$ cat src/rtl/mdu_ctrl_if.sv
// mdu_ctrl_if: bundle between the EX stage / multiplier array and mdu_ctrl.
//
// Handshake: the EX stage raises req_valid with req_op/req_a/req_b. The
// controller answers with stall. While stall is high the EX stage must hold
// the instruction. A request is taken on the cycle it is presented in IDLE,
// unless flush is high. The response is a single-cycle done pulse. HI/LO and
// gpr_res are valid in that cycle.
//
// Signals:
//   req_valid/req_op/req_a/req_b  multiply-class request from EX
//   flush                         pipeline flush (exception / eret)
//   mthi/mtlo/mt_data             direct HI/LO writes
//   mul_en/mul_cancel/mul_a/mul_b multiplier control and operands
//   mul_res                       66-bit multiplier product
//   stall/done/gpr_res/hi/lo      results back to the pipeline
interface mdu_ctrl_if;
  logic        req_valid;
  logic [2:0]  req_op;
  logic [31:0] req_a;
  logic [31:0] req_b;
  logic        flush;
  logic        mthi;
  logic        mtlo;
  logic [31:0] mt_data;
  logic        mul_en;
  logic        mul_cancel;
  logic [32:0] mul_a;
  logic [32:0] mul_b;
  logic [65:0] mul_res;
  logic        stall;
  logic        done;
  logic [31:0] gpr_res;
  logic [31:0] hi;
  logic [31:0] lo;

  // Pipeline/multiplier side.
  modport master (
    output req_valid, req_op, req_a, req_b, flush, mthi, mtlo, mt_data, mul_res,
    input  mul_en, mul_cancel, mul_a, mul_b, stall, done, gpr_res, hi, lo
  );

  // Controller side.
  modport slave (
    input  req_valid, req_op, req_a, req_b, flush, mthi, mtlo, mt_data, mul_res,
    output mul_en, mul_cancel, mul_a, mul_b, stall, done, gpr_res, hi, lo
  );
endinterface

$ cat src/rtl/mdu_ctrl.sv
// mdu_ctrl: multiply-unit controller for a pipelined 33x33 signed multiplier.
// It accepts one multiply-class op at a time and extends the operands to
// 33 bits. It counts the multiplier latency, then writes HI/LO or gpr_res.
// MADD/MSUB use an extra accumulate cycle.
//
// Ports:
//   clk          clock
//   reset        asynchronous, active-high reset
//   bus          mdu_ctrl_if.slave (request, multiplier and result signals)
//   o_dbg_state  current FSM state (0 IDLE, 1 WAIT, 2 ACC)
module mdu_ctrl #(
  parameter int MUL_LATENCY = 3
) (
  input  logic       clk,
  input  logic       reset,
  mdu_ctrl_if.slave  bus,
  output logic [1:0] o_dbg_state
);
  localparam int CW = $clog2(MUL_LATENCY + 1);

  typedef enum logic [1:0] {
    S_IDLE = 2'd0,
    S_WAIT = 2'd1,
    S_ACC  = 2'd2
  } state_t;

  state_t      r_state;
  logic [2:0]  r_op;
  logic [32:0] r_a;
  logic [32:0] r_b;
  logic [CW-1:0] r_cnt;
  logic [63:0] r_preg;
  logic [31:0] r_hi;
  logic [31:0] r_lo;
  logic [31:0] r_gpr;
  logic        r_done;

  logic        w_idle;
  logic        w_busy;
  logic        w_req;
  logic        w_accept;
  logic        w_nop;
  logic        w_signed;
  logic [32:0] w_ext_a;
  logic [32:0] w_ext_b;
  logic [63:0] w_acc_sum;
  logic [63:0] w_acc_diff;
  logic        w_unused_prod_hi;

  assign w_idle = (r_state == S_IDLE);
  assign w_busy = (r_state == S_WAIT) || (r_state == S_ACC);
  // reset gates the request path so every output is 0 during reset, whatever
  // the EX stage is presenting.
  assign w_req    = bus.req_valid & ~bus.flush & ~reset;
  assign w_accept = w_idle & w_req & (bus.req_op != 3'd7);
  assign w_nop    = w_idle & w_req & (bus.req_op == 3'd7);

  // Even ops (MULT, MADD, MSUB, MUL) are signed. Odd ops are unsigned.
  assign w_signed = ~bus.req_op[0];
  assign w_ext_a  = {w_signed & bus.req_a[31], bus.req_a};
  assign w_ext_b  = {w_signed & bus.req_b[31], bus.req_b};

  assign w_acc_sum  = {r_hi, r_lo} + r_preg;
  assign w_acc_diff = {r_hi, r_lo} - r_preg;

  // Product bits 65:64 only exist for the 33-bit extension and carry no data.
  assign w_unused_prod_hi = ^bus.mul_res[65:64];

  assign bus.mul_en     = w_accept | (r_state == S_WAIT);
  assign bus.mul_cancel = w_busy & bus.flush;
  assign bus.mul_a      = (r_state == S_WAIT) ? r_a : (w_accept ? w_ext_a : 33'd0);
  assign bus.mul_b      = (r_state == S_WAIT) ? r_b : (w_accept ? w_ext_b : 33'd0);
  assign bus.stall      = (w_idle & w_req) | w_busy;
  assign bus.done       = r_done;
  assign bus.gpr_res    = r_gpr;
  assign bus.hi         = r_hi;
  assign bus.lo         = r_lo;
  assign o_dbg_state    = r_state;

  always_ff @(posedge clk or posedge reset) begin
    if (reset) begin
      r_state <= S_IDLE;
      r_op    <= 3'd0;
      r_a     <= 33'd0;
      r_b     <= 33'd0;
      r_cnt   <= '0;
      r_preg  <= 64'd0;
      r_hi    <= 32'd0;
      r_lo    <= 32'd0;
      r_gpr   <= 32'd0;
      r_done  <= 1'b0;
    end else begin
      r_done <= 1'b0;
      case (r_state)
        S_IDLE: begin
          // MTHI/MTLO may coincide with an accept. A later MADD/MSUB then
          // accumulates onto the freshly written value.
          if (bus.mthi) r_hi <= bus.mt_data;
          if (bus.mtlo) r_lo <= bus.mt_data;
          if (w_accept) begin
            r_op    <= bus.req_op;
            r_a     <= w_ext_a;
            r_b     <= w_ext_b;
            r_cnt   <= CW'(1);
            r_state <= S_WAIT;
          end else if (w_nop) begin
            r_done <= 1'b1;
          end
        end
        S_WAIT: begin
          if (bus.flush) begin
            r_cnt   <= '0;
            r_state <= S_IDLE;
          end else if (r_cnt == CW'(MUL_LATENCY)) begin
            // MUL_LATENCY enabled edges have passed since the operands were
            // presented, so mul_res is valid now.
            r_cnt <= '0;
            case (r_op)
              3'd0, 3'd1: begin
                {r_hi, r_lo} <= bus.mul_res[63:0];
                r_done       <= 1'b1;
                r_state      <= S_IDLE;
              end
              3'd6: begin
                r_gpr   <= bus.mul_res[31:0];
                r_done  <= 1'b1;
                r_state <= S_IDLE;
              end
              default: begin
                r_preg  <= bus.mul_res[63:0];
                r_state <= S_ACC;
              end
            endcase
          end else begin
            r_cnt <= r_cnt + CW'(1);
          end
        end
        S_ACC: begin
          if (bus.flush) begin
            r_cnt   <= '0;
            r_state <= S_IDLE;
          end else begin
            if (r_op == 3'd2 || r_op == 3'd3) {r_hi, r_lo} <= w_acc_sum;
            else                              {r_hi, r_lo} <= w_acc_diff;
            r_done  <= 1'b1;
            r_state <= S_IDLE;
          end
        end
        default: r_state <= S_IDLE;
      endcase
    end
  end
endmodule

$ cat src/flat_wrapper.sv
// flat-port wrapper written by rule: the top's interface ports become plain ports
module mdu_ctrl_flat 
#(
  parameter int MUL_LATENCY = 3
)
  (clk, reset, o_dbg_state, bus_req_valid, bus_req_op, bus_req_a, bus_req_b, bus_flush, bus_mthi, bus_mtlo, bus_mt_data, bus_mul_res, bus_mul_en, bus_mul_cancel, bus_mul_a, bus_mul_b, bus_stall, bus_done, bus_gpr_res, bus_hi, bus_lo);
  mdu_ctrl_if bus_i ();
  input  logic clk;
  input  logic reset;
  output logic [1:0] o_dbg_state;
  input wire logic [$bits(bus_i.req_valid)-1:0] bus_req_valid;
  input wire logic [$bits(bus_i.req_op)-1:0] bus_req_op;
  input wire logic [$bits(bus_i.req_a)-1:0] bus_req_a;
  input wire logic [$bits(bus_i.req_b)-1:0] bus_req_b;
  input wire logic [$bits(bus_i.flush)-1:0] bus_flush;
  input wire logic [$bits(bus_i.mthi)-1:0] bus_mthi;
  input wire logic [$bits(bus_i.mtlo)-1:0] bus_mtlo;
  input wire logic [$bits(bus_i.mt_data)-1:0] bus_mt_data;
  input wire logic [$bits(bus_i.mul_res)-1:0] bus_mul_res;
  output wire logic [$bits(bus_i.mul_en)-1:0] bus_mul_en;
  output wire logic [$bits(bus_i.mul_cancel)-1:0] bus_mul_cancel;
  output wire logic [$bits(bus_i.mul_a)-1:0] bus_mul_a;
  output wire logic [$bits(bus_i.mul_b)-1:0] bus_mul_b;
  output wire logic [$bits(bus_i.stall)-1:0] bus_stall;
  output wire logic [$bits(bus_i.done)-1:0] bus_done;
  output wire logic [$bits(bus_i.gpr_res)-1:0] bus_gpr_res;
  output wire logic [$bits(bus_i.hi)-1:0] bus_hi;
  output wire logic [$bits(bus_i.lo)-1:0] bus_lo;
  assign bus_i.req_valid = bus_req_valid;
  assign bus_i.req_op = bus_req_op;
  assign bus_i.req_a = bus_req_a;
  assign bus_i.req_b = bus_req_b;
  assign bus_i.flush = bus_flush;
  assign bus_i.mthi = bus_mthi;
  assign bus_i.mtlo = bus_mtlo;
  assign bus_i.mt_data = bus_mt_data;
  assign bus_i.mul_res = bus_mul_res;
  assign bus_mul_en = bus_i.mul_en;
  assign bus_mul_cancel = bus_i.mul_cancel;
  assign bus_mul_a = bus_i.mul_a;
  assign bus_mul_b = bus_i.mul_b;
  assign bus_stall = bus_i.stall;
  assign bus_done = bus_i.done;
  assign bus_gpr_res = bus_i.gpr_res;
  assign bus_hi = bus_i.hi;
  assign bus_lo = bus_i.lo;
  mdu_ctrl #(.MUL_LATENCY(MUL_LATENCY)) u_core (.clk(clk), .reset(reset), .bus(bus_i), .o_dbg_state(o_dbg_state));
endmodule
$ cat config.mk
export PLATFORM = sky130hd
export DESIGN_NAME = mdu_ctrl_flat
export DESIGN_NICKNAME = d
export VERILOG_FILES = /design/src/rtl/mdu_ctrl_if.sv /design/src/rtl/mdu_ctrl.sv /design/src/flat_wrapper.sv
export SDC_FILE = /design/constraint.sdc
export NUM_CORES = 1
export LEC_CHECK = 0
export CORE_UTILIZATION = 42
export DETAILED_ROUTE_END_ITERATION = 6
export DONT_BUFFER_PORTS = 1
export SLEW_MARGIN = 20
export SYNTH_ARGS = -nofsm -noshare
export SYNTH_HDL_FRONTEND = slang
export SYNTH_SLANG_ARGS = --single-unit
$ cat constraint.sdc
create_clock -name clk -period 36.1 [get_ports clk]
set_input_delay 10.83 -clock clk [delete_from_list [all_inputs] [get_ports clk]]
set_output_delay 10.83 -clock clk [all_outputs]
set_load 0.01 [all_outputs]
==> impl_metrics.env, run 1 <==
export IMPL_cts_tree="done"
export IMPL_fin_ws_ns=12.01
export IMPL_slew_headroom=0.260
export IMPL_final_cell_mix="nand2_1 (510), dfrtp_1 (234), a21oi_1 (218)"
export IMPL_regToRegEndpoint="u_core.bus.hi[20]"
export IMPL_htreeDepth=1
export IMPL_synthesis_nets=2797
export IMPL_grtUsageTotal=0.302
export IMPL_finalSetupViolCount=0
export IMPL_status="completed"
export IMPL_grt_pass1_vias=17100
export IMPL_synth_ff_type="dfrtp_1"
export IMPL_wl_per_cell_microns=23.3
export IMPL_hpwlAfterDp_mm=52.8
export IMPL_clk_latency_ns=0.58
export IMPL_m1WireLength_mm=30.8
export IMPL_cts_setup_buffers=0
export IMPL_syn_cell_area_sq_um=18700
export IMPL_syn_inst=2492
export IMPL_layout_nets=2684
export IMPL_slowest_stage="o21ai_0"
export IMPL_whs_path_depth=2
export IMPL_crit_fanout=94
export IMPL_placed_area_sq_um=19000
export IMPL_start_kind="primary input"
export IMPL_fp_coreArea_sq_um=43600
export IMPL_area_delta_synth_final_pct=7.18
export IMPL_rows=76
export IMPL_vdd_drop_max_v=0.0000486
export IMPL_drv_slew=0
export IMPL_numCtsBuffers=28
export IMPL_final_area_sq_um=20100
export IMPL_post_route_period_util=0.667
export IMPL_final_hold_viol_count=0
export IMPL_async_flop_share=1.00
export IMPL_antenna_found_initial=2
export IMPL_die_w_microns=213
export IMPL_yosysUniqueCellTypes=81
export IMPL_io_buffers=0
export IMPL_wl_met3_mm=5.80
export IMPL_drv_cap=0
export IMPL_worstSetupEndpointType="output port"
export IMPL_grt_setup_unrepaired="false"
export IMPL_wl_mm=69.7
export IMPL_reg2reg_from="u_core.o_dbg_state[1]"
export IMPL_wl_met2_mm=31.2
export IMPL_worstMarginPinSlew_ns=1.11
export IMPL_dp_cells=2932
export IMPL_syn_area_per_cell_sq_um=7.51
export IMPL_fin_crit_ns=24.09
export IMPL_ff2ff_setup_slack_ns=31.71
export IMPL_yosysSeqAreaShare=0.313
export IMPL_fill_cells=4450
export IMPL_gp_congestion=0.953
export IMPL_fin_worst_skew_ns=0.0163
export IMPL_die_h_microns=213
export IMPL_cts_root_buffer="clkbuf_16"
export IMPL_ioPinCount=339
export IMPL_drc=0
export IMPL_layout_drive_gt1_share=0.0621
export IMPL_die_area_sq_um=45400
export IMPL_slowest_delay_ns=0.65
export IMPL_drtIter0Drc=1763
export IMPL_hold_path_endpoint="u_core.r_op[0]"
export IMPL_p_leak_nw=8.88
export IMPL_min_from="u_core.r_op[0]"
export IMPL_gr_total_overflow=0
export IMPL_postRouteAntennaNets=0
export IMPL_ctsHoldBuffers=0
export IMPL_grt_pass1_wl_mm=105
export IMPL_worstPathCellList="inv_8 > nand4b_1 > nor2b_4 > buf_4 > nand2_1 > o21ai_0"
export IMPL_viasPerCell=6.02
export IMPL_reg2reg_depth=11
export IMPL_yosysWarnings=0
export IMPL_cp_arrival_ns=13.26
export IMPL_clock_fmax_ghz=0.0415
export IMPL_clk_pin_slew_ns=0.05
export IMPL_grt_max_degree=143
export IMPL_cts_resized=0
export IMPL_tns_ns=0
export IMPL_start_util=0.430
export IMPL_cts_sink_count=234
export IMPL_drtPass1Iterations=6
export IMPL_layout_commonest_cell="nand2_1"
export IMPL_synth_edf_count=0
export IMPL_hold_class="register to register"
export IMPL_cts_path_max_buffers=3
export IMPL_post_place_ws_ns=12.01
export IMPL_worstPathRequired_ns=25.27
export IMPL_yosys_register_bits=234
export IMPL_vias=18000
export IMPL_fin_cells=2987
export IMPL_highest_layer="met5"
export IMPL_fin_util=0.461
export IMPL_cellPowerDensity_nw_per_um2=91.4
export IMPL_crit_type="primary input to output port"
[cell families after synthesis]
group,after synthesis,synth area share
buf+inv,296,0.0613
xor+xnor,48,0.0225
fa+ha+maj,134,0.0904
simple gates,933,0.216
compound gates,795,0.266
flops,234,0.313
mux,52,0.0303
[metrics by stage]
stage	total power [mW]	hold slack, ns
6_report	1.83	0.478
5_1_grt	1.96	0.495
4_1_cts	1.82	0.480
3_5_place_dp	1.50	0.462
3_3_place_gp	1.50	0.456
2_1_floorplan	1.17	0.437
[power by group]
group / internal (mW) / switching [mW]
clock: 0.183 / 0.124
sequential: 0.346 / 0.112
combinational: 0.340 / 0.728
total: 0.870 / 0.965
[metal layers]
metal  vias up  global-route usage
met5         -                   0
met4         2              0.0858
met3        88              0.0660
met2       702               0.480
met1      8640               0.410
li1       8558                   -
[critical path, delay by kind of cell]
| family | cells | cell delay (ns) |
|---|---|---|
| buffers and inverters | 2 | 0.92 |
| AND/OR/NAND/NOR | 3 | 0.78 |
| AO/OA/AOI/OAI | 1 | 0.65 |
[cell usage after synthesis, types with 16 or more instances]
master    count  share of area
a211oi_1     25          0.010
a21o_1       41          0.016
a21oi_1     218          0.058
a221oi_1     18         0.0084
a31oi_1      23         0.0077
buf_1        16         0.0032
buf_2        17         0.0045
clkbuf_1    120          0.024
dfrtp_1     234           0.31
ha_1        132          0.088
inv_1       124          0.025
mux2_2       34          0.020
nand2_1     510           0.10
nand2b_1     19         0.0063
nand3_1      60          0.016
nand4_1      32          0.011
nor2_1      162          0.032
nor2b_1      24         0.0080
nor3_1       46          0.012
nor4_1       25         0.0084
o211ai_1     18         0.0072
o21ai_0     217          0.058
o21ai_1      22         0.0059
o21bai_1     34          0.014
o31ai_1      58          0.023
xnor2_1      46          0.022
[worst max path at each step]
stage                     start             to  depth (start not counted)
after detailed placement  reset  bus_mul_a[22]                          6
after CTS                 reset  bus_mul_a[22]                          6
final                     reset  bus_mul_a[22]                          6
after global placement    reset  bus_mul_a[22]                          6
after floorplan           reset  bus_mul_b[10]                          7
after global routing      reset   bus_mul_b[2]                          6
[area by class of cell]
cell class / instances / area (sq um) / area share
antenna: 1 / 2.50 / 0.000125
clock buffer: 35 / 788 / 0.0393
clock inverter: 17 / 201 / 0.0100
inverter: 139 / 529 / 0.0264
multi-input combinational: 1962 / 11800 / 0.588
sequential: 234 / 5860 / 0.292
tap: 585 / 732 / 0.0365
timing repair buffer: 14 / 150 / 0.00748
[flip-flops by register name, summed over array words and instances, names as in the netlist]
signal,cells
u_core.r_cnt,2
u_core.bus.done,1
u_core.o_dbg_state,2
u_core.r_a,33
u_core.r_preg,64
u_core.bus.lo,32
u_core.bus.hi,32
u_core.r_b,33
u_core.r_op,3
u_core.bus.gpr_res,32
(Power assumes the default switching activity.)
==> inputs of run 2 (changes only) <==
==> constraint.sdc (replaced) <==
create_clock -name clk -period 21.6 [get_ports clk]
set_input_delay 6.48 -clock clk [delete_from_list [all_inputs] [get_ports clk]]
set_output_delay 6.48 -clock clk [all_outputs]
set_load 0.01 [all_outputs]
==> run 2 against run 1 <==
Against the previous run: clock-buffer cell count up 4; combinational power up 66%; worst setup slack worse by 5.8 ns; clock skew up 0.014 ns; critical path type unchanged; largest power group unchanged.
==> impl_metrics.env, run 2 (synthesis results as in run 1) <==
export IMPL_ctsHoldBuffers=0
export IMPL_slew_headroom=0.363
export IMPL_rows=76
export IMPL_ioPinCount=339
export IMPL_largest_register="u_core.r_preg"
export IMPL_crit_fanout=94
export IMPL_worstSetupEndpointType="output port"
export IMPL_reg2reg_depth=11
export IMPL_worstMarginPinSlew_ns=0.955
export IMPL_io_buffers=0
export IMPL_start_util=0.430
export IMPL_fin_util=0.460
export IMPL_largest_reg_flops=64
export IMPL_grt_pass1_vias=17100
export IMPL_grt_pass1_wl_mm=105
export IMPL_layout_nets=2686
export IMPL_drtPass1Iterations=5
export IMPL_p_leak_nw=8.88
export IMPL_start_kind="primary input"
export IMPL_cts_tree="done"
export IMPL_status="completed"
export IMPL_clk_latency_ns=0.60
export IMPL_numCtsBuffers=29
export IMPL_hold_path_endpoint="u_core.r_op[0]"
export IMPL_drtIter0Drc=1727
export IMPL_die_h_microns=213
export IMPL_viasPerCell=6.02
export IMPL_fin_cells=2991
export IMPL_slowest_stage="o21ai_0"
export IMPL_cellPowerDensity_nw_per_um2=152
export IMPL_gp_congestion=0.962
export IMPL_fill_cells=4467
export IMPL_layout_drive_gt1_share=0.0620
export IMPL_cts_root_buffer="clkbuf_16"
export IMPL_die_w_microns=213
export IMPL_htreeDepth=1
export IMPL_antenna_found_initial=3
export IMPL_ff2ff_setup_slack_ns=17.20
export IMPL_wl_mm=69.6
export IMPL_grt_max_degree=143
export IMPL_layout_commonest_cell="nand2_1"
export IMPL_grtUsageTotal=0.301
export IMPL_clock_fmax_ghz=0.0652
export IMPL_top_regs="u_core.r_preg (64), u_core.r_a (33), u_core.r_b (33)"
export IMPL_fin_worst_skew_ns=0.0303
export IMPL_wl_per_cell_microns=23.3
export IMPL_die_area_sq_um=45400
export IMPL_vias=18000
export IMPL_reg2reg_from="u_core.bus.lo[4]"
export IMPL_drv_cap=0
export IMPL_crit_type="primary input to output port"
export IMPL_cts_resized=0
export IMPL_drc=0
export IMPL_clk_pin_slew_ns=0.05
export IMPL_dp_cells=2934
export IMPL_slowest_delay_ns=0.62
export IMPL_hpwlAfterDp_mm=53.4
export IMPL_vdd_drop_max_v=0.0000868
export IMPL_grt_setup_unrepaired="false"
export IMPL_gr_total_overflow=0
export IMPL_hold_class="register to register"
export IMPL_drv_slew=0
export IMPL_cts_path_max_buffers=3
export IMPL_regToRegEndpoint="u_core.bus.hi[14]"
export IMPL_min_from="u_core.r_op[0]"
export IMPL_final_cell_mix="nand2_1 (510), dfrtp_1 (234), a21oi_1 (218)"
export IMPL_fp_coreArea_sq_um=43600
export IMPL_cp_arrival_ns=8.86
export IMPL_report_power_total_mw=3.05
export IMPL_postRouteAntennaNets=0
export IMPL_whs_path_depth=2
export IMPL_tns_ns=0
export IMPL_worstPathCellList="inv_8 > nand4b_1 > nor2b_4 > buf_4 > nand2_1 > o21ai_0"
export IMPL_fin_crit_ns=15.34
export IMPL_area_delta_synth_final_pct=7.13
export IMPL_finalSetupViolCount=0
export IMPL_worstPathRequired_ns=15.12
export IMPL_post_route_period_util=0.710
export IMPL_cts_sink_count=234
export IMPL_cts_setup_buffers=0
export IMPL_final_hold_viol_count=0
[run 2: per-stage QoR]
step           hold WS [ns]  setup WS [ns]  area [sq um]
2_1_floorplan         0.437           1.44         18700
3_3_place_gp          0.453           6.27         19000
3_5_place_dp          0.455           6.23         19000
4_1_cts               0.469           6.22         20000
5_1_grt               0.497           6.02         20100
6_report              0.464           6.26         20100
[run 2: routing by layer]
layer / track usage / part of all wire / up-vias
li1: - / - / 8567
met1: 0.410 / 0.44 / 8630
met2: 0.475 / 0.45 / 704
met3: 0.0619 / 0.080 / 100
met4: 0.0977 / 0.031 / 2
met5: 0 / 0.00017 / -
[run 2: cell type report]
type | instances | area (sq um) | share of cell area
Clock buffer | 39 | 813 | 0.0406
Tap cell | 585 | 732 | 0.0365
Sequential cell | 234 | 5860 | 0.292
Multi-Input combinational cell | 1962 | 11800 | 0.589
Timing Repair Buffer | 15 | 138 | 0.00686
Antenna cell | 2 | 5.00 | 0.000250
Clock inverter | 15 | 178 | 0.00886
Inverter | 139 | 529 | 0.0264
[run 2: report_power, final]
part | internal, mW | switching (mW)
Sequential | 0.579 | 0.189
Combinational | 0.566 | 1.21
Clock | 0.301 | 0.208
Total | 1.45 | 1.61
[run 2: critical path: cells and delay by family]
family / cells / cell delay, ns
buffers and inverters: 2 / 0.92
AND/OR/NAND/NOR: 3 / 0.74
AO/OA/AOI/OAI: 1 / 0.62
[run 2: worst max-delay path by stage]
stage                          endpoint  slack, ns  start
after floorplan           bus_mul_b[10]       1.44  reset
after global placement    bus_mul_a[22]       6.27  reset
after detailed placement  bus_mul_a[22]       6.23  reset
after CTS                 bus_mul_a[22]       6.22  reset
after global routing      bus_mul_a[22]       6.02  reset
final                     bus_mul_a[22]       6.26  reset
